**src/rtl/pc_pkg.sv**
```systemverilog
// Shared definitions for the WISC program-counter unit: state encoding,
// sequential step size and default reset address.
package pc_pkg;

  typedef enum logic {
    StRun    = 1'b0,
    StHalted = 1'b1
  } pc_state_e;

  localparam int unsigned PC_STEP = 2;

  localparam logic [15:0] RESET_PC_DEFAULT = 16'h0000;

endpackage

```
**src/rtl/pc_unit_if.sv**
```systemverilog
// Control/status bundle between decode/execute/fetch (master) and the PC unit (slave).
interface pc_unit_if #(
  parameter int unsigned WIDTH = 16
) ();

  logic             stall;
  logic             redirect;
  logic [WIDTH-1:0] redirect_pc;
  logic             rewind;
  logic             halt;
  logic [WIDTH-1:0] pc;
  logic [WIDTH-1:0] pc_plus2;
  logic             fetch_valid;
  logic             halted;
  logic             align_err;

  modport master (
    output stall, redirect, redirect_pc, rewind, halt,
    input  pc, pc_plus2, fetch_valid, halted, align_err
  );

  modport slave (
    input  stall, redirect, redirect_pc, rewind, halt,
    output pc, pc_plus2, fetch_valid, halted, align_err
  );

endinterface

```
**src/rtl/pc_unit_add_sub_2.sv**
```systemverilog
// Combinational WIDTH-bit +/-2 unit: a ripple chain of full-adder cells whose
// second operand is +2, or its two's complement when sub_i is set.
module pc_unit_add_sub_2
  import pc_pkg::*;
#(
  parameter int unsigned WIDTH = 16
) (
  input  logic [WIDTH-1:0] a_i,
  input  logic             sub_i,
  output logic [WIDTH-1:0] y_o
);

  logic [WIDTH-1:0] step;
  logic [WIDTH-1:0] b;
  logic [WIDTH-1:0] c;

  assign step = WIDTH'(PC_STEP);
  assign b    = sub_i ? ~step : step;
  assign c[0] = sub_i;

  for (genvar i = 0; i < WIDTH; i++) begin : g_fa
    assign y_o[i] = a_i[i] ^ b[i] ^ c[i];
    // Carry out of the top bit is discarded so the result wraps mod 2^WIDTH.
    if (i < WIDTH - 1) begin : g_carry
      assign c[i+1] = (a_i[i] & b[i]) | (c[i] & (a_i[i] ^ b[i]));
    end
  end

endmodule

```
**src/rtl/pc_unit.sv**
```systemverilog
// Architectural program counter with increment, rewind, redirect, stall and halt.
module pc_unit
  import pc_pkg::*;
#(
  parameter int unsigned      WIDTH    = 16,
  parameter logic [WIDTH-1:0] RESET_PC = WIDTH'(RESET_PC_DEFAULT)
) (
  input  logic      clk,
  input  logic      rst,
  pc_unit_if.slave  ctrl_io
);

  pc_state_e        state_q, state_d;
  logic [WIDTH-1:0] pc_q, pc_d;
  logic             align_err_q, align_err_d;
  logic [WIDTH-1:0] seq_pc;
  logic [WIDTH-1:0] plus2;

  // The same unit yields pc+2 or pc-2 depending on rewind.
  pc_unit_add_sub_2 #(.WIDTH(WIDTH)) u_seq (
    .a_i   (pc_q),
    .sub_i (ctrl_io.rewind),
    .y_o   (seq_pc)
  );

  pc_unit_add_sub_2 #(.WIDTH(WIDTH)) u_plus2 (
    .a_i   (pc_q),
    .sub_i (1'b0),
    .y_o   (plus2)
  );

  always_comb begin
    state_d     = state_q;
    pc_d        = pc_q;
    align_err_d = align_err_q;
    if (state_q == StRun) begin
      if (ctrl_io.halt) begin
        state_d = StHalted;
      end else if (ctrl_io.redirect) begin
        pc_d        = {ctrl_io.redirect_pc[WIDTH-1:1], 1'b0};
        align_err_d = align_err_q | ctrl_io.redirect_pc[0];
      end else if (ctrl_io.rewind || !ctrl_io.stall) begin
        pc_d = seq_pc;
      end
    end
  end

  always_ff @(posedge clk) begin
    if (rst) begin
      state_q     <= StRun;
      pc_q        <= RESET_PC;
      align_err_q <= 1'b0;
    end else begin
      state_q     <= state_d;
      pc_q        <= pc_d;
      align_err_q <= align_err_d;
    end
  end

  assign ctrl_io.pc          = pc_q;
  assign ctrl_io.pc_plus2    = plus2;
  assign ctrl_io.halted      = (state_q == StHalted);
  assign ctrl_io.align_err   = align_err_q;
  assign ctrl_io.fetch_valid = (state_q == StRun) && !ctrl_io.stall && !ctrl_io.halt;

endmodule

```
**src/flat_wrapper.sv**
```systemverilog
// flat-port wrapper written by rule: the top's interface ports become plain ports
module pc_unit_flat import pc_pkg::*;
#(
  parameter int unsigned      WIDTH    = 16,
  parameter logic [WIDTH-1:0] RESET_PC = WIDTH'(RESET_PC_DEFAULT)
)
  (clk, rst, ctrl_io_stall, ctrl_io_redirect, ctrl_io_redirect_pc, ctrl_io_rewind, ctrl_io_halt, ctrl_io_pc, ctrl_io_pc_plus2, ctrl_io_fetch_valid, ctrl_io_halted, ctrl_io_align_err);
  pc_unit_if #(.WIDTH(WIDTH)) ctrl_io_i ();
  input  logic clk;
  input  logic rst;
  input wire logic [$bits(ctrl_io_i.stall)-1:0] ctrl_io_stall;
  input wire logic [$bits(ctrl_io_i.redirect)-1:0] ctrl_io_redirect;
  input wire logic [$bits(ctrl_io_i.redirect_pc)-1:0] ctrl_io_redirect_pc;
  input wire logic [$bits(ctrl_io_i.rewind)-1:0] ctrl_io_rewind;
  input wire logic [$bits(ctrl_io_i.halt)-1:0] ctrl_io_halt;
  output wire logic [$bits(ctrl_io_i.pc)-1:0] ctrl_io_pc;
  output wire logic [$bits(ctrl_io_i.pc_plus2)-1:0] ctrl_io_pc_plus2;
  output wire logic [$bits(ctrl_io_i.fetch_valid)-1:0] ctrl_io_fetch_valid;
  output wire logic [$bits(ctrl_io_i.halted)-1:0] ctrl_io_halted;
  output wire logic [$bits(ctrl_io_i.align_err)-1:0] ctrl_io_align_err;
  assign ctrl_io_i.stall = ctrl_io_stall;
  assign ctrl_io_i.redirect = ctrl_io_redirect;
  assign ctrl_io_i.redirect_pc = ctrl_io_redirect_pc;
  assign ctrl_io_i.rewind = ctrl_io_rewind;
  assign ctrl_io_i.halt = ctrl_io_halt;
  assign ctrl_io_pc = ctrl_io_i.pc;
  assign ctrl_io_pc_plus2 = ctrl_io_i.pc_plus2;
  assign ctrl_io_fetch_valid = ctrl_io_i.fetch_valid;
  assign ctrl_io_halted = ctrl_io_i.halted;
  assign ctrl_io_align_err = ctrl_io_i.align_err;
  pc_unit #(.WIDTH(WIDTH), .RESET_PC(RESET_PC)) u_core (.clk(clk), .rst(rst), .ctrl_io(ctrl_io_i));
endmodule
```
**config.mk**
```make
export PLATFORM = sky130hd
export DESIGN_NAME = pc_unit_flat
export DESIGN_NICKNAME = d
export VERILOG_FILES = /design/src/rtl/pc_pkg.sv /design/src/rtl/pc_unit_if.sv /design/src/rtl/pc_unit_add_sub_2.sv /design/src/rtl/pc_unit.sv /design/src/flat_wrapper.sv
export SDC_FILE = /design/constraint.sdc
export NUM_CORES = 1
export LEC_CHECK = 0
export ABC_CLOCK_PERIOD_IN_PS = 13800
export CAP_MARGIN = 20
export CORE_MARGIN = 10
export CORE_UTILIZATION = 46
export CTS_CLUSTER_DIAMETER = 120
export DETAILED_ROUTE_END_ITERATION = 10
export DONT_BUFFER_PORTS = 1
export PLACE_DENSITY = 0.61
export SETUP_SLACK_MARGIN = 0.1
export SYNTH_ARGS = -nofsm -noshare
export SYNTH_HDL_FRONTEND = slang
export SYNTH_SLANG_ARGS = --single-unit
export TNS_END_PERCENT = 50
```
**constraint.sdc**
```tcl
create_clock -name clk -period 13.8 [get_ports clk]
set_clock_uncertainty 0.15 [all_clocks]
set_input_delay 1.38 -clock clk [delete_from_list [all_inputs] [get_ports clk]]
set_output_delay 1.38 -clock clk [all_outputs]
set_load 0.01 [all_outputs]
```
==> results by group, run 1 <==
Worst setup path
  • Startpoint kind of the worst setup timing path: input port
  • Crit Path Class: in2reg
  • Worst Path Arrival: 6520 ps
  • CP Capture Type: flip-flop
  • CP Data Required Time: 13870 ps
  • Critical-path maximum fanout: 13

Placement
  • HPWL Detailed: 2.44 mm
  • Buffers on Ports: 0
  • Routability-driven placement congestion ratio: 0.699
  • Cell Area, Placed: 1340 µm²

Min path
  • Path type of the worst min-delay path: reg2reg

Power
  • Internal Pwr Total: 0.0000886 W
  • Power share of the combinational group: 0.264
  • Sequential fraction of design power: 0.480
  • Power density over cell area: 97.6 nW/µm²
  • Clock network power share: 0.257
  • Leakage power summed over all cells: 0.613 nW
  • Worst supply voltage drop on vdd: 0.0000512 V
  • Net load switching power: 0.0000455 W
  • Switching Share: 0.339

STA
  • Transition time at the pin with the least slew margin: 648 ps
  • Aggregate negative setup slack: 0 ps
  • Setup repair after global routing missed its margin: no
  • Final Max Slew Viols: 0
  • Final hold violation count: 0
  • Clock period minus worst slack: 6450 ps
  • Count of final setup violators: 0
  • Share of the cycle needed by the critical path after routing: 0.468
  • Peak Freq: 0.155 GHz
  • Slew margin rel.: 0.568

Floorplan
  • Std-Cell Core Area: 2780 µm²
  • Die height: 74.1 µm
  • Initial core utilization: 0.484
  • Chip Width: 74.1 µm
  • Io pins: 57
  • Die Outline Area: 5490 µm²
  • Row Count: 19

Synth
  • Largest cells by area after synthesis: dfxtp_1 27%, fa_1 19%, ha_1 12%
  • Total of flip-flops plus latches after synthesis: 18
  • Netlist area before placement: 1350 µm²
  • Count of warnings emitted by yosys: 0
  • Sequential share of the synthesized area: 0.267
  • Post-Synthesis Cells: 126
  • Distinct cell type count after synthesis: 27
  • Syn Nets: 174
  • Average size of a mapped cell: 10.7 µm²
  • Cell type with the highest aggregate area in the netlist: dfxtp_1
  • Area share of the largest cell type after synthesis: 0.267

Global routing
  • Number of antenna violations at the first check in global routing: 0
  • First-pass GRT wire length: 5.19 mm
  • Total GRT Usage: 0.119
  • Largest net degree at the start of global routing: 25
  • Vias in the first global route: 1082
  • Total congestion overflow after global routing: 0

CTS
  • Number of hold buffers added after cts: 0
  • Cell chosen for the clock root: clkbuf_4
  • Cells resized by post-CTS repair: 0
  • Clock sinks: 18
  • Number of H-tree levels: 1
  • Clock slew at the register clock pins of the worst setup and hold paths: 110 ps
  • Clk_lat worst skew: 300 ps
  • Number of buffers between clock root and the deepest sink: 2
  • Number of buffers added by the clock tree synthesis step: 3
  • Total setup buffers inserted after CTS: 0
  • Clock tree from TritonCTS: built

Cells and area
  • Ratio of cells with drive above 1 in the final layout: 0.133
  • Number of filler instances in the final layout: 265
  • Leading cell types in the layout, fill and taps excluded: 18 x dfxtp_1, 16 x a21oi_1, 13 x fa_1, 13 x ha_1
  • Final net count: 169
  • Register cell area after layout: 360 µm²
  • Multi-input logic area: 905 µm²
  • Number of inserted diodes: 0
  • Most common cell after layout, fill and taps aside: dfxtp_1
  • Post-Layout Inst Area: 1370 µm²
  • Area Growth Syn to Fin: 1.95%

Status
  • Run status: completed

Route
  • WL per Instance: 21.6 µm
  • Remaining design rule violation count: 0
  • Total iterations of the first detailed-routing run: 4
  • Detail Route Antenna Nets: 0
  • Final wirelength: 3.27 mm
  • DR vias/cell: 6.09
  • Via count of the routed design: 920
  • Number of DRC violations after detailed-routing iteration 0: 59

Flow run
  • # Max-Cap Violations: 0
[synthesized netlist by cell type]
cell / n
mux2i_1: 10
buf_4: 1
nand2b_1: 3
clkbuf_1: 6
buf_2: 3
a211oi_2: 10
nor3_1: 1
and2_1: 1
fa_1: 13
a211oi_1: 2
a31oi_1: 2
buf_6: 1
nor2_1: 7
dfxtp_1: 18
a311oi_1: 1
xor2_1: 2
a21o_1: 1
or3b_1: 1
o211ai_1: 1
nand2_1: 2
o32ai_1: 1
inv_1: 7
o211a_1: 1
a21oi_1: 16
ha_1: 13
a22oi_1: 1
and2_4: 1
[final cells by class]
class,count,share of cell area
Multi-Input combinational cell,90,0.658
Sequential cell,18,0.262
Tap cell,31,0.0282
Clock buffer,4,0.0264
Inverter,7,0.0191
Timing Repair Buffer,1,0.00546
[registers in the layout (all words and copies together), names as in the netlist]
register and flops:
u_core.ctrl_io.align_err 1, u_core.ctrl_io.halted 1, u_core.ctrl_io.pc 16
[cells by family (layout without fill, tap and decap cells)]
| family | count (synthesis) | in the layout | share of synthesized area |
|---|---|---|---|
| and+or+nand+nor | 16 | 16 | 0.0604 |
| xor gates and xnor gates | 2 | 2 | 0.0130 |
| DFF | 18 | 18 | 0.267 |
| muxes | 10 | 10 | 0.0743 |
| buffers and inverters | 18 | 12 | 0.0613 |
| adders and majority gates | 26 | 26 | 0.314 |
| AOI/OAI and AO/OA | 36 | 36 | 0.210 |
[power by group through the flow]
stage                     registers, W  clock network [W]  logic (W)
after floorplan              0.0000640                  0  0.0000318
after global placement       0.0000657                  0  0.0000344
after detailed placement     0.0000659                  0  0.0000355
after CTS                    0.0000646          0.0000355  0.0000361
after global routing         0.0000654          0.0000369  0.0000406
final                        0.0000643          0.0000344  0.0000353
[worst max-delay path, cell delays in order]
cell     delay [ps]
fa_1            400
fa_1            400
fa_1            390
fa_1            400
fa_1            410
fa_1            390
fa_1            390
fa_1            380
inv_1            80
fa_1            180
fa_1            180
fa_1            170
inv_1            60
fa_1            380
fa_1            380
xor2_1          220
a22oi_1         110
o32ai_1         220
[per-stage QoR]
step,hold WS (ps),setup WS (ps),util,total power (W),cells
2_1_floorplan,334,7360,-,0.0000958,126
3_3_place_gp,385,7180,0.481,0.000100,147
4_1_cts,418,7360,0.494,0.000136,151
3_5_place_dp,390,7050,0.481,0.000101,147
5_1_grt,446,7190,0.494,0.000143,151
6_report,410,7350,0.494,0.000134,151
[metal layers]
layer	track usage	vias to the layer above	wire length [µm]
met2	0.191	35	1540
met5	0	-	0
met4	0.0497	0	29
met1	0.135	447	1320
li1	-	434	-
met3	0.0532	4	382
[path summary, 6_finish.rpt]
| path | start | endpoint | slack (ps) | cells past startpoint |
|---|---|---|---|---|
| setup reg to reg | u_core.ctrl_io.pc[2]$_SDFFE_PP0P_ | u_core.ctrl_io.pc[15]$_SDFFE_PP0P_ | 7970 | 18 |
| hold / removal | u_core.ctrl_io.pc[0]$_SDFFE_PP0P_ | u_core.ctrl_io.pc[0]$_SDFFE_PP0P_ | 410 | 2 |
| hold reg to reg | u_core.ctrl_io.pc[0]$_SDFFE_PP0P_ | u_core.ctrl_io.pc[0]$_SDFFE_PP0P_ | 410 | 2 |
| setup / recovery | ctrl_io_rewind | u_core.ctrl_io.pc[15]$_SDFFE_PP0P_ | 7350 | 18 |
Power figures use the tool's default switching activity.
==> run 2: changes to the inputs <==
--- a/config.mk
+++ b/config.mk
@@ -5,7 +5,7 @@
 export SDC_FILE = /design/constraint.sdc
 export NUM_CORES = 1
 export LEC_CHECK = 0
-export ABC_CLOCK_PERIOD_IN_PS = 13800
+export ABC_CLOCK_PERIOD_IN_PS = 6300
 export CAP_MARGIN = 20
 export CORE_MARGIN = 10
 export CORE_UTILIZATION = 46
==> constraint.sdc (replaced) <==
create_clock -name clk -period 6.3 [get_ports clk]
set_clock_uncertainty 0.15 [all_clocks]
set_input_delay 0.63 -clock clk [delete_from_list [all_inputs] [get_ports clk]]
set_output_delay 0.63 -clock clk [all_outputs]
set_load 0.01 [all_outputs]
==> run 2 against run 1 <==
Compared with the run above:
- register-to-register slack worse by 7400 ps
- clock power is 120% higher
- non-clock buffer count stayed put
- wire length is 3.8% lower
- hold slack worse by 180 ps
- largest cell class unchanged
- design area stayed put
- first-iteration DRC count is 10% lower
- combinational power is 110% higher
- global-route usage is 0.13 points lower
- total power is 120% higher
==> results by group, run 2 (synthesized netlist as in run 1, its figures left out) <==
Global routing
  • Total congestion overflow after global routing: 0
  • Total GRT Usage: 0.118
  • Number of antenna violations at the first check in global routing: 0
  • Vias in the first global route: 1025
  • First-pass GRT wire length: 5.06 mm
  • Largest net degree at the start of global routing: 25

Cells and area
  • Register cell area after layout: 360 µm²
  • Final net count: 169
  • Multi-input logic area: 905 µm²
  • Ratio of cells with drive above 1 in the final layout: 0.133
  • Number of inserted diodes: 0
  • Number of filler instances in the final layout: 264
  • Leading cell types in the layout, fill and taps excluded: 18 x dfxtp_1, 16 x a21oi_1, 13 x fa_1, 13 x ha_1
  • Flip-flop count of the largest register, all copies and words added: 16
  • Area Growth Syn to Fin: 1.95%
  • Most common cell after layout, fill and taps aside: dfxtp_1
  • Post-route insts no fill: 151

Worst setup path
  • Delay of the slowest cell on the worst path: 450 ps
  • CP Capture Type: flip-flop
  • Buffers and inverters on the worst path: 2
  • Startpoint kind of the worst setup timing path: flip-flop
  • Worst-path cell chain: fa_1 > fa_1 > fa_1 > fa_1 > fa_1 > fa_1 > fa_1 > fa_1 > inv_1 > fa_1 > fa_1 > fa_1 > inv_1 > fa_1 > fa_1 > xor2_1 > a22oi_1 > o32ai_1
  • Critical-path maximum fanout: 4
  • Crit Path Class: reg2reg
  • Top cell family by delay on the critical path: adder cells
  • Standard cell with the maximum stage delay on the critical path: fa_1
  • CP Data Required Time: 6360 ps
  • Most used cell along the critical path: fa_1
  • Worst Path Arrival: 5840 ps

Power
  • Switching Share: 0.336
  • Clock network power share: 0.259
  • Worst supply voltage drop on vdd: 0.000124 V
  • Power density over cell area: 212 nW/µm²
  • Internal Pwr Total: 0.000193 W
  • Sequential fraction of design power: 0.484
  • Net load switching power: 0.0000976 W
  • Power share of the combinational group: 0.257
  • Leakage power summed over all cells: 0.613 nW

Placement
  • Placement-stage worst setup slack: 351 ps
  • Buffers on Ports: 0
  • Routability-driven placement congestion ratio: 0.693
  • Placed Instances: 147
  • HPWL Detailed: 2.38 mm

STA
  • Setup WS post-layout: 521 ps
  • Share of the cycle needed by the critical path after routing: 0.917
  • Peak Freq: 0.173 GHz
  • Slew margin rel.: 0.596
  • Final hold violation count: 0
  • Clock period minus worst slack: 5780 ps
  • Count of final setup violators: 0
  • Setup repair after global routing missed its margin: no
  • Transition time at the pin with the least slew margin: 605 ps
  • Aggregate negative setup slack: 0 ps
  • Final Max Slew Viols: 0

CTS
  • Clock tree from TritonCTS: built
  • Cell chosen for the clock root: clkbuf_4
  • Clock slew at the register clock pins of the worst setup and hold paths: 110 ps
  • Clock sinks: 18
  • Total setup buffers inserted after CTS: 0
  • Cells resized by post-CTS repair: 0
  • Number of buffers between clock root and the deepest sink: 2
  • Clk_lat worst skew: 300 ps
  • Number of H-tree levels: 1
  • Number of buffers added by the clock tree synthesis step: 3
  • Number of hold buffers added after cts: 0

Floorplan
  • Initial core utilization: 0.484
  • Std-Cell Core Area: 2780 µm²
  • Io pins: 57
  • Chip Width: 74.1 µm
  • Die height: 74.1 µm
  • Die Outline Area: 5490 µm²
  • Row Count: 19

Route
  • WL per Instance: 20.8 µm
  • Number of DRC violations after detailed-routing iteration 0: 53
  • Via count of the routed design: 917
  • Final wirelength: 3.14 mm
  • DR vias/cell: 6.07
  • Total iterations of the first detailed-routing run: 4
  • Detail Route Antenna Nets: 0
  • Remaining design rule violation count: 0

Min path
  • Path type of the worst min-delay path: in2reg

Status
  • Run status: completed

Flow run
  • # Max-Cap Violations: 0
==> run 2: cell counts in the layout (fill, tap and decap cells not counted) <==
Identical to the previous run, type by type.
==> run 2: layout make-up <==
type,count,area share
clock buffers,4,0.0264
well taps,31,0.0282
multi-input cells,90,0.658
inverters,7,0.0191
repair buffers,1,0.00546
flip-flops and latches,18,0.262
==> run 2: worst paths after layout <==
| kind | start | to | slack [ps] | depth (start not counted) |
|---|---|---|---|---|
| setup / recovery | u_core.ctrl_io.pc[2]$_SDFFE_PP0P_ | u_core.ctrl_io.pc[15]$_SDFFE_PP0P_ | 520 | 18 |
| hold / removal | rst | u_core.ctrl_io.pc[4]$_SDFFE_PP0P_ | 230 | 1 |
| setup reg to reg | u_core.ctrl_io.pc[2]$_SDFFE_PP0P_ | u_core.ctrl_io.pc[15]$_SDFFE_PP0P_ | 520 | 18 |
| hold reg to reg | u_core.ctrl_io.pc[0]$_SDFFE_PP0P_ | u_core.ctrl_io.pc[0]$_SDFFE_PP0P_ | 410 | 2 |
==> run 2: power by group through the flow <==
stage	combinational, W	clock (W)	sequential, W
finish	0.0000748	0.0000752	0.000141
global route	0.0000894	0.0000832	0.000143
CTS	0.0000768	0.0000776	0.000142
detailed placement	0.0000760	0	0.000144
global placement	0.0000745	0	0.000144
floorplan	0.0000695	0	0.000140
==> run 2: through the flow <==
| step | hold WS (ps) | area, µm² | utilization | total power, W |
|---|---|---|---|---|
| after floorplan | 334 | 1350 | - | 0.000210 |
| after global placement | 385 | 1340 | 0.481 | 0.000218 |
| after detailed placement | 400 | 1340 | 0.481 | 0.000220 |
| after CTS | 214 | 1370 | 0.494 | 0.000296 |
| after global routing | 198 | 1370 | 0.494 | 0.000316 |
| final | 225 | 1370 | 0.494 | 0.000291 |
==> run 2: metal layers <==
| metal | routed length [µm] | global-route usage |
|---|---|---|
| met5 | 0 | 0 |
| met4 | 44 | 0.0497 |
| met3 | 360 | 0.0532 |
| met2 | 1460 | 0.184 |
| met1 | 1280 | 0.137 |
==> run 2: worst register-to-register path, cell delays in order (launching register included) <==
cell,delay (ps)
dfxtp_1,400
fa_1,450
fa_1,390
fa_1,390
fa_1,390
fa_1,390
fa_1,380
fa_1,390
fa_1,370
inv_1,80
fa_1,180
fa_1,190
fa_1,180
inv_1,50
fa_1,380
fa_1,390
xor2_1,200
a22oi_1,90
o32ai_1,250
